===== config.mk =====
export PLATFORM = sky130hd
export DESIGN_NAME = mem_initiator
export DESIGN_NICKNAME = d
export VERILOG_FILES = /design/src/rtl/mem_initiator_pkg.sv /design/src/rtl/mem_addr_gen.sv /design/src/rtl/mem_initiator.sv
export SDC_FILE = /design/constraint.sdc
export NUM_CORES = 1
export LEC_CHECK = 0
export CAP_MARGIN = 30
export CORE_MARGIN = 2
export CORE_UTILIZATION = 51
export CTS_CLUSTER_SIZE = 24
export DETAILED_ROUTE_END_ITERATION = 12
export GPL_ROUTABILITY_DRIVEN = 0
export PLACE_DENSITY_LB_ADDON = 0.12
export REMOVE_ABC_BUFFERS = 1
export SLEW_MARGIN = 0
export SYNTH_ARGS = -nofsm -noshare
export SYNTH_HDL_FRONTEND = slang
export SYNTH_SLANG_ARGS = --single-unit

===== constraint.sdc =====
create_clock -name clk -period 2.7 [get_ports clk]
set_clock_uncertainty 0.2 [all_clocks]
set_input_delay 0.27 -clock clk [delete_from_list [all_inputs] [get_ports clk]]
set_output_delay 0.27 -clock clk [all_outputs]
set_load 0.02 [all_outputs]

===== src/rtl/mem_initiator_pkg.sv =====
// mem_initiator_pkg: shared types and constants for the data-memory initiator.
//   - state_e          : initiator FSM states (verify states used only when
//                        MEM_INITIATOR_WRITE_VERIFY_EN is defined)
//   - OP_READ/OP_WRITE : encoding of req_write
//   - LEN_W            : width of the burst length field (beats minus one)
//   - MEM_ADDR_W/MEM_DATA_W : geometry of the 32x8 asynchronous data memory
package mem_initiator_pkg;

    localparam int unsigned LEN_W      = 3;
    localparam int unsigned MEM_ADDR_W = 5;
    localparam int unsigned MEM_DATA_W = 8;

    localparam logic OP_READ  = 1'b0;
    localparam logic OP_WRITE = 1'b1;

    typedef enum logic [3:0] {
        StIdle,
        StWdata,
        StSetup,
        StStrobe,
        StHold,
        StSample,
        StRvalid,
        StDone,
        StVsetup,
        StVsample
    } state_e;

endpackage


===== src/rtl/mem_addr_gen.sv =====
// mem_addr_gen: current burst address and remaining-beat counter.
// Ports:
//   clk, rst_n  : clock, asynchronous active-low reset
//   load        : capture start_addr / len (burst start)
//   step        : advance to the next beat (addr+1 modulo depth, count-1)
//   start_addr  : first address of the burst
//   len         : beats minus one
//   addr        : current beat address
//   last        : current beat is the final one of the burst
module mem_addr_gen
    import mem_initiator_pkg::*;
#(
    parameter int unsigned ADDR_W = MEM_ADDR_W
) (
    input  logic              clk,
    input  logic              rst_n,
    input  logic              load,
    input  logic              step,
    input  logic [ADDR_W-1:0] start_addr,
    input  logic [LEN_W-1:0]  len,
    output logic [ADDR_W-1:0] addr,
    output logic              last
);

    logic [LEN_W-1:0] count;

    // Address arithmetic is ADDR_W bits wide, so the increment wraps at 2**ADDR_W.
    always_ff @(posedge clk or negedge rst_n) begin
        if (!rst_n) begin
            addr  <= '0;
            count <= '0;
        end else if (load) begin
            addr  <= start_addr;
            count <= len;
        end else if (step) begin
            addr  <= addr + 1'b1;
            count <= count - 1'b1;
        end
    end

    assign last = (count == '0);

endmodule


===== src/rtl/mem_initiator.sv =====
// mem_initiator: burst initiator for the 32x8 level-sensitive asynchronous data memory.
// Accepts read/write bursts on a valid/ready request channel, takes write beats on the
// w_* channel, returns read beats on the r_* channel with backpressure, and sequences
// setup / strobe / hold so mem_write is never high while mem_address changes.
// Ports:
//   clk, rst_n                      : clock, asynchronous active-low reset
//   req_valid/req_ready             : request handshake (ready only when idle)
//   req_write, req_addr, req_len    : operation, start address, beats minus one
//   w_valid/w_ready, w_data         : write beat channel
//   r_valid/r_ready, r_data, r_last : read beat channel
//   done                            : one-cycle pulse when a burst completes
//   mem_address, mem_data_in,
//   mem_write, mem_data_out         : memory interface
//   verify_err                      : sticky read-after-write mismatch flag
//                                     (only with MEM_INITIATOR_WRITE_VERIFY_EN)
// Build option: define MEM_INITIATOR_WRITE_VERIFY_EN to read back and compare every
// written word after its hold cycle.
module mem_initiator
    import mem_initiator_pkg::*;
#(
    parameter int unsigned ADDR_W    = MEM_ADDR_W,
    parameter int unsigned DATA_W    = MEM_DATA_W,
    parameter int unsigned SETUP_CYC = 1
) (
    input  logic              clk,
    input  logic              rst_n,
    input  logic              req_valid,
    output logic              req_ready,
    input  logic              req_write,
    input  logic [ADDR_W-1:0] req_addr,
    input  logic [LEN_W-1:0]  req_len,
    input  logic              w_valid,
    output logic              w_ready,
    input  logic [DATA_W-1:0] w_data,
    output logic              r_valid,
    input  logic              r_ready,
    output logic [DATA_W-1:0] r_data,
    output logic              r_last,
    output logic              done,
    output logic [ADDR_W-1:0] mem_address,
    output logic [DATA_W-1:0] mem_data_in,
    output logic              mem_write,
`ifdef MEM_INITIATOR_WRITE_VERIFY_EN
    output logic              verify_err,
`endif
    input  logic [DATA_W-1:0] mem_data_out
);

    localparam logic [2:0] SETUP_LAST = 3'(SETUP_CYC - 1);

    // State in which a write beat is finished and the burst either ends or continues.
`ifdef MEM_INITIATOR_WRITE_VERIFY_EN
    localparam state_e WBEAT_END = StVsample;
`else
    localparam state_e WBEAT_END = StHold;
`endif

    state_e            state;
    logic              op;
    logic [2:0]        setup_cnt;
    logic              setup_done;
    logic              gen_load;
    logic              gen_step;
    logic [ADDR_W-1:0] addr;
    logic              last;

    assign req_ready  = (state == StIdle);
    assign w_ready    = (state == StWdata);
    assign setup_done = (setup_cnt == SETUP_LAST);

    // The generator steps while the current address is no longer needed on the bus:
    // mem_address is a separate register that only reloads on entry to SETUP.
    always_comb begin
        gen_load = (state == StIdle) && req_valid;
        gen_step = 1'b0;
        if (!last && ((state == StSample) || (state == WBEAT_END))) begin
            gen_step = 1'b1;
        end
    end

    mem_addr_gen #(
        .ADDR_W (ADDR_W)
    ) u_addr_gen (
        .clk        (clk),
        .rst_n      (rst_n),
        .load       (gen_load),
        .step       (gen_step),
        .start_addr (req_addr),
        .len        (req_len),
        .addr       (addr),
        .last       (last)
    );

    always_ff @(posedge clk or negedge rst_n) begin
        if (!rst_n) begin
            state       <= StIdle;
            op          <= OP_READ;
            setup_cnt   <= '0;
            mem_address <= '0;
            mem_data_in <= '0;
            mem_write   <= 1'b0;
            r_valid     <= 1'b0;
            r_data      <= '0;
            r_last      <= 1'b0;
            done        <= 1'b0;
`ifdef MEM_INITIATOR_WRITE_VERIFY_EN
            verify_err  <= 1'b0;
`endif
        end else begin
            done      <= 1'b0;
            mem_write <= 1'b0;
            case (state)
                StIdle: begin
                    if (req_valid) begin
                        op <= req_write;
`ifdef MEM_INITIATOR_WRITE_VERIFY_EN
                        verify_err <= 1'b0;
`endif
                        if (req_write == OP_WRITE) begin
                            state <= StWdata;
                        end else begin
                            mem_address <= req_addr;
                            state       <= StSetup;
                        end
                    end
                end
                StWdata: begin
                    if (w_valid) begin
                        mem_data_in <= w_data;
                        mem_address <= addr;
                        state       <= StSetup;
                    end
                end
                StSetup: begin
                    if (setup_done) begin
                        setup_cnt <= '0;
                        if (op == OP_WRITE) begin
                            mem_write <= 1'b1;
                            state     <= StStrobe;
                        end else begin
                            state <= StSample;
                        end
                    end else begin
                        setup_cnt <= setup_cnt + 1'b1;
                    end
                end
                StStrobe: state <= StHold;
                StHold: begin
`ifdef MEM_INITIATOR_WRITE_VERIFY_EN
                    state <= StVsetup;
`else
                    if (last) begin
                        done  <= 1'b1;
                        state <= StDone;
                    end else begin
                        state <= StWdata;
                    end
`endif
                end
`ifdef MEM_INITIATOR_WRITE_VERIFY_EN
                StVsetup: begin
                    if (setup_done) begin
                        setup_cnt <= '0;
                        state     <= StVsample;
                    end else begin
                        setup_cnt <= setup_cnt + 1'b1;
                    end
                end
                StVsample: begin
                    if (mem_data_out != mem_data_in) begin
                        verify_err <= 1'b1;
                    end
                    if (last) begin
                        done  <= 1'b1;
                        state <= StDone;
                    end else begin
                        state <= StWdata;
                    end
                end
`endif
                StSample: begin
                    r_data  <= mem_data_out;
                    r_valid <= 1'b1;
                    r_last  <= last;
                    state   <= StRvalid;
                end
                StRvalid: begin
                    if (r_ready) begin
                        r_valid <= 1'b0;
                        r_last  <= 1'b0;
                        if (r_last) begin
                            done  <= 1'b1;
                            state <= StDone;
                        end else begin
                            mem_address <= addr;
                            state       <= StSetup;
                        end
                    end
                end
                StDone:  state <= StIdle;
                default: state <= StIdle;
            endcase
        end
    end

endmodule


---- Word level (Yosys, flattened, before mapping) ----
Index checks and enable logic that the tools add are counted.
storage, ports and cells
  register bits ........................... 41
  latch bits .............................. 0
  RAM bits ................................ 0
  bits in read-only memories .............. 0
  input bits .............................. 30
  output and inout port bits .............. 27
  logic and storage cells ................. 73
  memories kept ........................... 0
operators by class
  add/sub/neg operators ................... 3
  multipliers ............................. 0
  div/mod/pow operators ................... 0
  magnitude comparators ................... 0
  equal/unequal tests ..................... 12
  shift operators ......................... 0
  mux-type cells .......................... 31
  bitwise operators ....................... 0
  reduce and logical (&&, ||, !) cells .... 15
operator list
  cell                                                                 number
  5-bit 2-to-1 mux                                                     7
  4-bit case mux with 7 select lines                                   1
  3-bit 2-to-1 mux                                                     6
  4-bit 2-to-1 mux                                                     4
  5-bit case mux with 3 select lines                                   1
  4-bit by 3-bit == test with 1-bit output (second input constant)     3
  2-bit != test (second input constant)                                6
  4-bit by 2-bit == test with 1-bit output (second input constant)     2
  1-bit 2-to-1 mux                                                     8
  3-bit zero test                                                      2
  1-bit case mux with 2 select lines                                   3
  2-bit AND reduction                                                  3
  6-bit AND reduction                                                  1
  5-bit by 1-bit adder with 5-bit output (second input constant)       1
  4-bit by 1-bit == test with 1-bit output (second input constant)     1
  4-bit zero test                                                      1
  4-bit AND reduction                                                  1
  2-bit nonzero test                                                   2
  3-bit by 1-bit adder with 3-bit output (second input constant)       1
  3-bit nonzero test                                                   1
  3-bit by 1-bit subtractor with 3-bit output (second input constant)  1
  1-bit logical AND                                                    2
  2-bit 2-to-1 mux                                                     1
  1-bit zero test                                                      1
  1-bit logical OR                                                     1

---- Longest topological paths before layout ----
  word-level depth ........................ 6
  gate-level depth with buffers ........... 7
  gate-level depth less buffers ........... 6

---- By module ----
A second synthesis with hierarchy kept.
second synthesis, totals
  cells, all modules ...................... 172
  area, all modules ....................... 1980.6 um^2
by module, submodules not included
  module         instances  cells each  area each (um^2)  sequential area each (um^2)
  mem_initiator  1          128         1547.7            800.8
  mem_addr_gen   1          44          432.9             200.2

---- Worst setup path before layout ----
OpenSTA, ideal clock, no wires.
  kind .................................... reg2out
  start point ............................. reg state[1]
  end point ............................... out req_ready
  arrival ................................. 1.166 ns
  data required time ...................... 2.230 ns
  slack ................................... 1.064 ns
  stages on the path, launching flop included .. 4
  path buffers ............................ 2
  cells stage by stage .................... dfrtp_1 > buf_6 > buf_2 > nor3_1
on the way
  longest elaborated chain between the ends .. 1
ends and longest elaborated chain
  item                    line                  source
  start, declared         mem_initiator.sv:58   state_e state;
  start signal, assigned  mem_initiator.sv:96   state <= StIdle;
  start signal, assigned  mem_initiator.sv:120  state <= StWdata;
  start signal, assigned  mem_initiator.sv:123  state <= StSetup;
  4-bit zero test         mem_initiator.sv:67   assign req_ready = (state == StIdle);
  end, declared           mem_initiator.sv:28   output logic req_ready,
Every way passes these cells.

---- Worst setup path after layout ----
  start point ............................. reg state[1]
  end point ............................... out w_ready
on the way
  longest elaborated chain between the ends .. 1
ends and longest elaborated chain
  item                                      line                 source
  4-bit by 1-bit == test with 1-bit output  mem_initiator.sv:68  assign w_ready = (state == StWdata);
  end, declared                             mem_initiator.sv:33  output logic w_ready,
Every way passes these cells.

==> flow_summary_export.csv <==
group,metric,value,unit
route,drt-wirelength-per-cell,15.3,um
global_routing,grt_max_degree,41,
synth,synthSimpleGateAreaFrac,0.149,
hold_path,hp-start,"r_data[7]",
route,met3_length,256,um
synth,synth_edf_count,0,
route,drt_iter0_drc,61,
route,wl_met1,1830,um
synth,synth_top_area_cell,"dfrtp_1",
synth,async_reset_ff_frac,1.00,
critical_path,slowest_delay,600,ps
clock_network,clock_latency,290,ps
synth,yosysTopAreaCellShare,0.489,
sta,period_share,0.838,
sta,hold_violations,0,
global_routing,track_usage,0.205,
clock_network,cts_tree,"yes",
floorplanning,fp-row-count,23,
synth,synth_ff_type,"dfrtp_1",
sta,rsz0062_at_grt,"false",
pwr,p_comb_frac,0.534,
pwr,seqPwrFrac,0.317,
final_layout,diodes,0,
floorplanning,core_area,3940,um2
synth,syn_avg_cell_area,11.8,um2
sta,timing.fmax,0.442,GHz
final_layout,area_delta_synth_final,34.3,%
synth,synth_top_family_by_area,"simple AND/OR/NAND/NOR gates",
route,viasPerCell,5.46,
synth,synth.distinct_cells,42,
outcome,status,"complete, no violations",
floorplanning,start_util,0.519,
placement,place_hpwl,3250,um
floorplanning,ioPinCount,57,
sta,setup_ws,438,ps
floorplanning,die_y,67.3,um
critical_path,r2r_slack,600,ps
critical_path,crit_required,2230,ps
global_routing,antenna_found_initial,0,
critical_path,path_delay_family,"buffers and inverters",
synth,yosys_warnings,0,
sta,fin_hold_ws,310,ps
route,drcViolationCount,0,
final_layout,drive_above_1_share,0.197,
synth,syn_area,2050,um2
sta,worstMarginPinSlew,867,ps
synth,ys_seq_area_frac,0.489,
critical_path,crit_chain,"or3b_4, inv_1, clkdlybuf4s50_1",
sta,final.setup.tns,0,ps
route,route.met2.wl,2160,um
global_routing,grt_pass1_vias,1582,
clock_network,cts.sinks,40,
floorplanning,dieArea,4530,um2
pwr,p_sw,1.28,mW
pwr,peakVddDrop,0.523,mV
critical_path,reg2reg_to,"state[1]",
sta,fin_crit,2260,ps
clock_network,ctsRootBufferMaster,"clkbuf_8",
critical_path,reg2reg_from,"state[2]",
critical_path,worstSetupStartpointType,"flop",
critical_path,cp-end-kind,"output port",
clock_network,htreeDepth,2,
final_layout,num-nets-final,267,
synth,synthCells,174,
pwr,clkPwrFrac,0.149,
synth,synth_commonest_cells,"dfrtp_1, mux2_2, nand2_1",
pwr,leakagePower,1.18,nW
synth,synth_compound_area_frac,0.139,
critical_path,cp_max_fo,3,
clock_network,path_clk_slew,80,ps
placement,port_buffers,56,
final_layout,finish.utilization,0.697,
sta,slew_headroom,0.422,
synth,synth_xor_area_frac,0.0171,
synth,synth_fa_ha_area_frac,0.0306,
route,firstDrtPassIters,4,
floorplanning,die_w,67.3,um
sta,slew_violations,0,
critical_path,crit_arrival,1790,ps
pwr,swShare,0.391,
route,drt-total-wl,4340,um
critical_path,slowest_stage,"clkdlybuf4s50_1",
synth,yosysMostFrequentCell,"dfrtp_1",
global_routing,grt_pass1_wl,6910,um
pwr,p_per_area,1190,nW/um2
synth,synthTopCellsByArea,"dfrtp_1, mux2_2, mux2i_1",
pwr,p_int,1.99,mW
critical_path,ff2ff_path_depth,5,
synth,muxShareOfSynthArea,0.128,
placement,dp_slack,642,ps
clock_network,cts_buffers,5,
global_routing,gr-total-overflow,0,
sta,setup_viol,0,
hold_path,hold-path-cell-count,1,
route,vias,1544,
critical_path,critPathBufInv,2,
run,drv_cap,0,
hold_path,hold_end,"r_data[7]",
clock_network,clockBufferDepth,2,
route,ant_nets,0,
critical_path,crit_type,"flop to output port",
route,top_layer,"met4",
hold_path,hp-class,"flop to flop",
synth,synth_seq_cells,40,
per-layer routing:
layer	up-vias	GRT usage
li1	729	-
met5	-	0
met2	52	0.353
met4	0	0.107
met1	750	0.238
met3	13	0.0467
per-stage QoR:
step	instance area, um2	std cells	power, mW
after floorplan	1980	164	2.11
after global placement	2630	274	2.72
after detailed placement	2630	274	2.81
after CTS	2750	283	3.30
after global routing	2750	283	3.49
final	2750	283	3.27
logic make-up (layout without fill, tap and decap cells):
group,after synthesis,after routing
xor+xnor,4,4
buf+inv,17,76
compound gates,39,39
mux,24,24
flops,40,40
fa+ha+maj,5,5
simple gates,45,45
cell type report:
| cell class | count | area [um2] |
|---|---|---|
| Tap cell | 50 | 62.6 |
| Timing Repair Buffer | 61 | 596 |
| Sequential cell | 40 | 1000 |
| Clock inverter | 3 | 42.5 |
| Inverter | 7 | 26.3 |
| Fill cell | 276 | 1200 |
| Multi-Input combinational cell | 117 | 950 |
| Clock buffer | 5 | 68.8 |
repair_timing:
action / CTS / global route
resized for setup: 0 / 0
endpoints found under the hold margin: 40 / 0
setup buffers: 0 / 0
hold buffers: 1 / 0
cells in the final DEF (no fill, tap or decap), types with 4 or more instances in the layout:
master,Yosys,layout
ha_1,5,5
nand2_1,13,13
dfrtp_1,40,40
buf_4,3,4
nand3_1,4,4
clkbuf_8,0,5
mux2_2,17,17
nor2b_1,6,6
clkdlybuf4s50_1,0,55
mux2i_1,7,7
a21oi_2,6,6
a21oi_1,9,9
o21ai_0,10,10
inv_1,7,7
xor2_1,4,4
power by group through the flow:
stage	combinational, mW	clock [mW]	sequential (mW)
2_1_floorplan	0.782	0	1.33
3_3_place_gp	1.69	0	1.03
3_5_place_dp	1.76	0	1.05
4_1_cts	1.77	0.491	1.04
5_1_grt	1.90	0.525	1.07
6_report	1.75	0.488	1.04
worst reg2reg max path: cells and delay by family (launching register included):
kind / cells / cell delay, ps
and+or+nand+nor: 1 / 510
AOI/OAI and AO/OA: 3 / 710
DFF: 1 / 360
buffers and inverters: 1 / 250
state kept, by name (all words and copies together) (netlist names):
name,count
done,1
mem_address,5
mem_data_in,8
mem_write,1
op,1
r_data,8
r_last,1
r_valid,1
setup_cnt,3
state,3
u_addr_gen.addr,5
u_addr_gen.count,3
worst max-delay path by stage:
stage | startpoint | endpoint | slack, ps | cells after the start
2_1_floorplan | state[1] | u_addr_gen.count[1] | 830 | 3
3_3_place_gp | req_valid | u_addr_gen.addr[0] | 760 | 4
3_5_place_dp | state[2] | state[1] | 640 | 5
4_1_cts | state[1] | w_ready | 430 | 3
5_1_grt | state[1] | w_ready | 370 | 3
6_report | state[1] | w_ready | 440 | 3
Power figures use the tool's default switching activity.
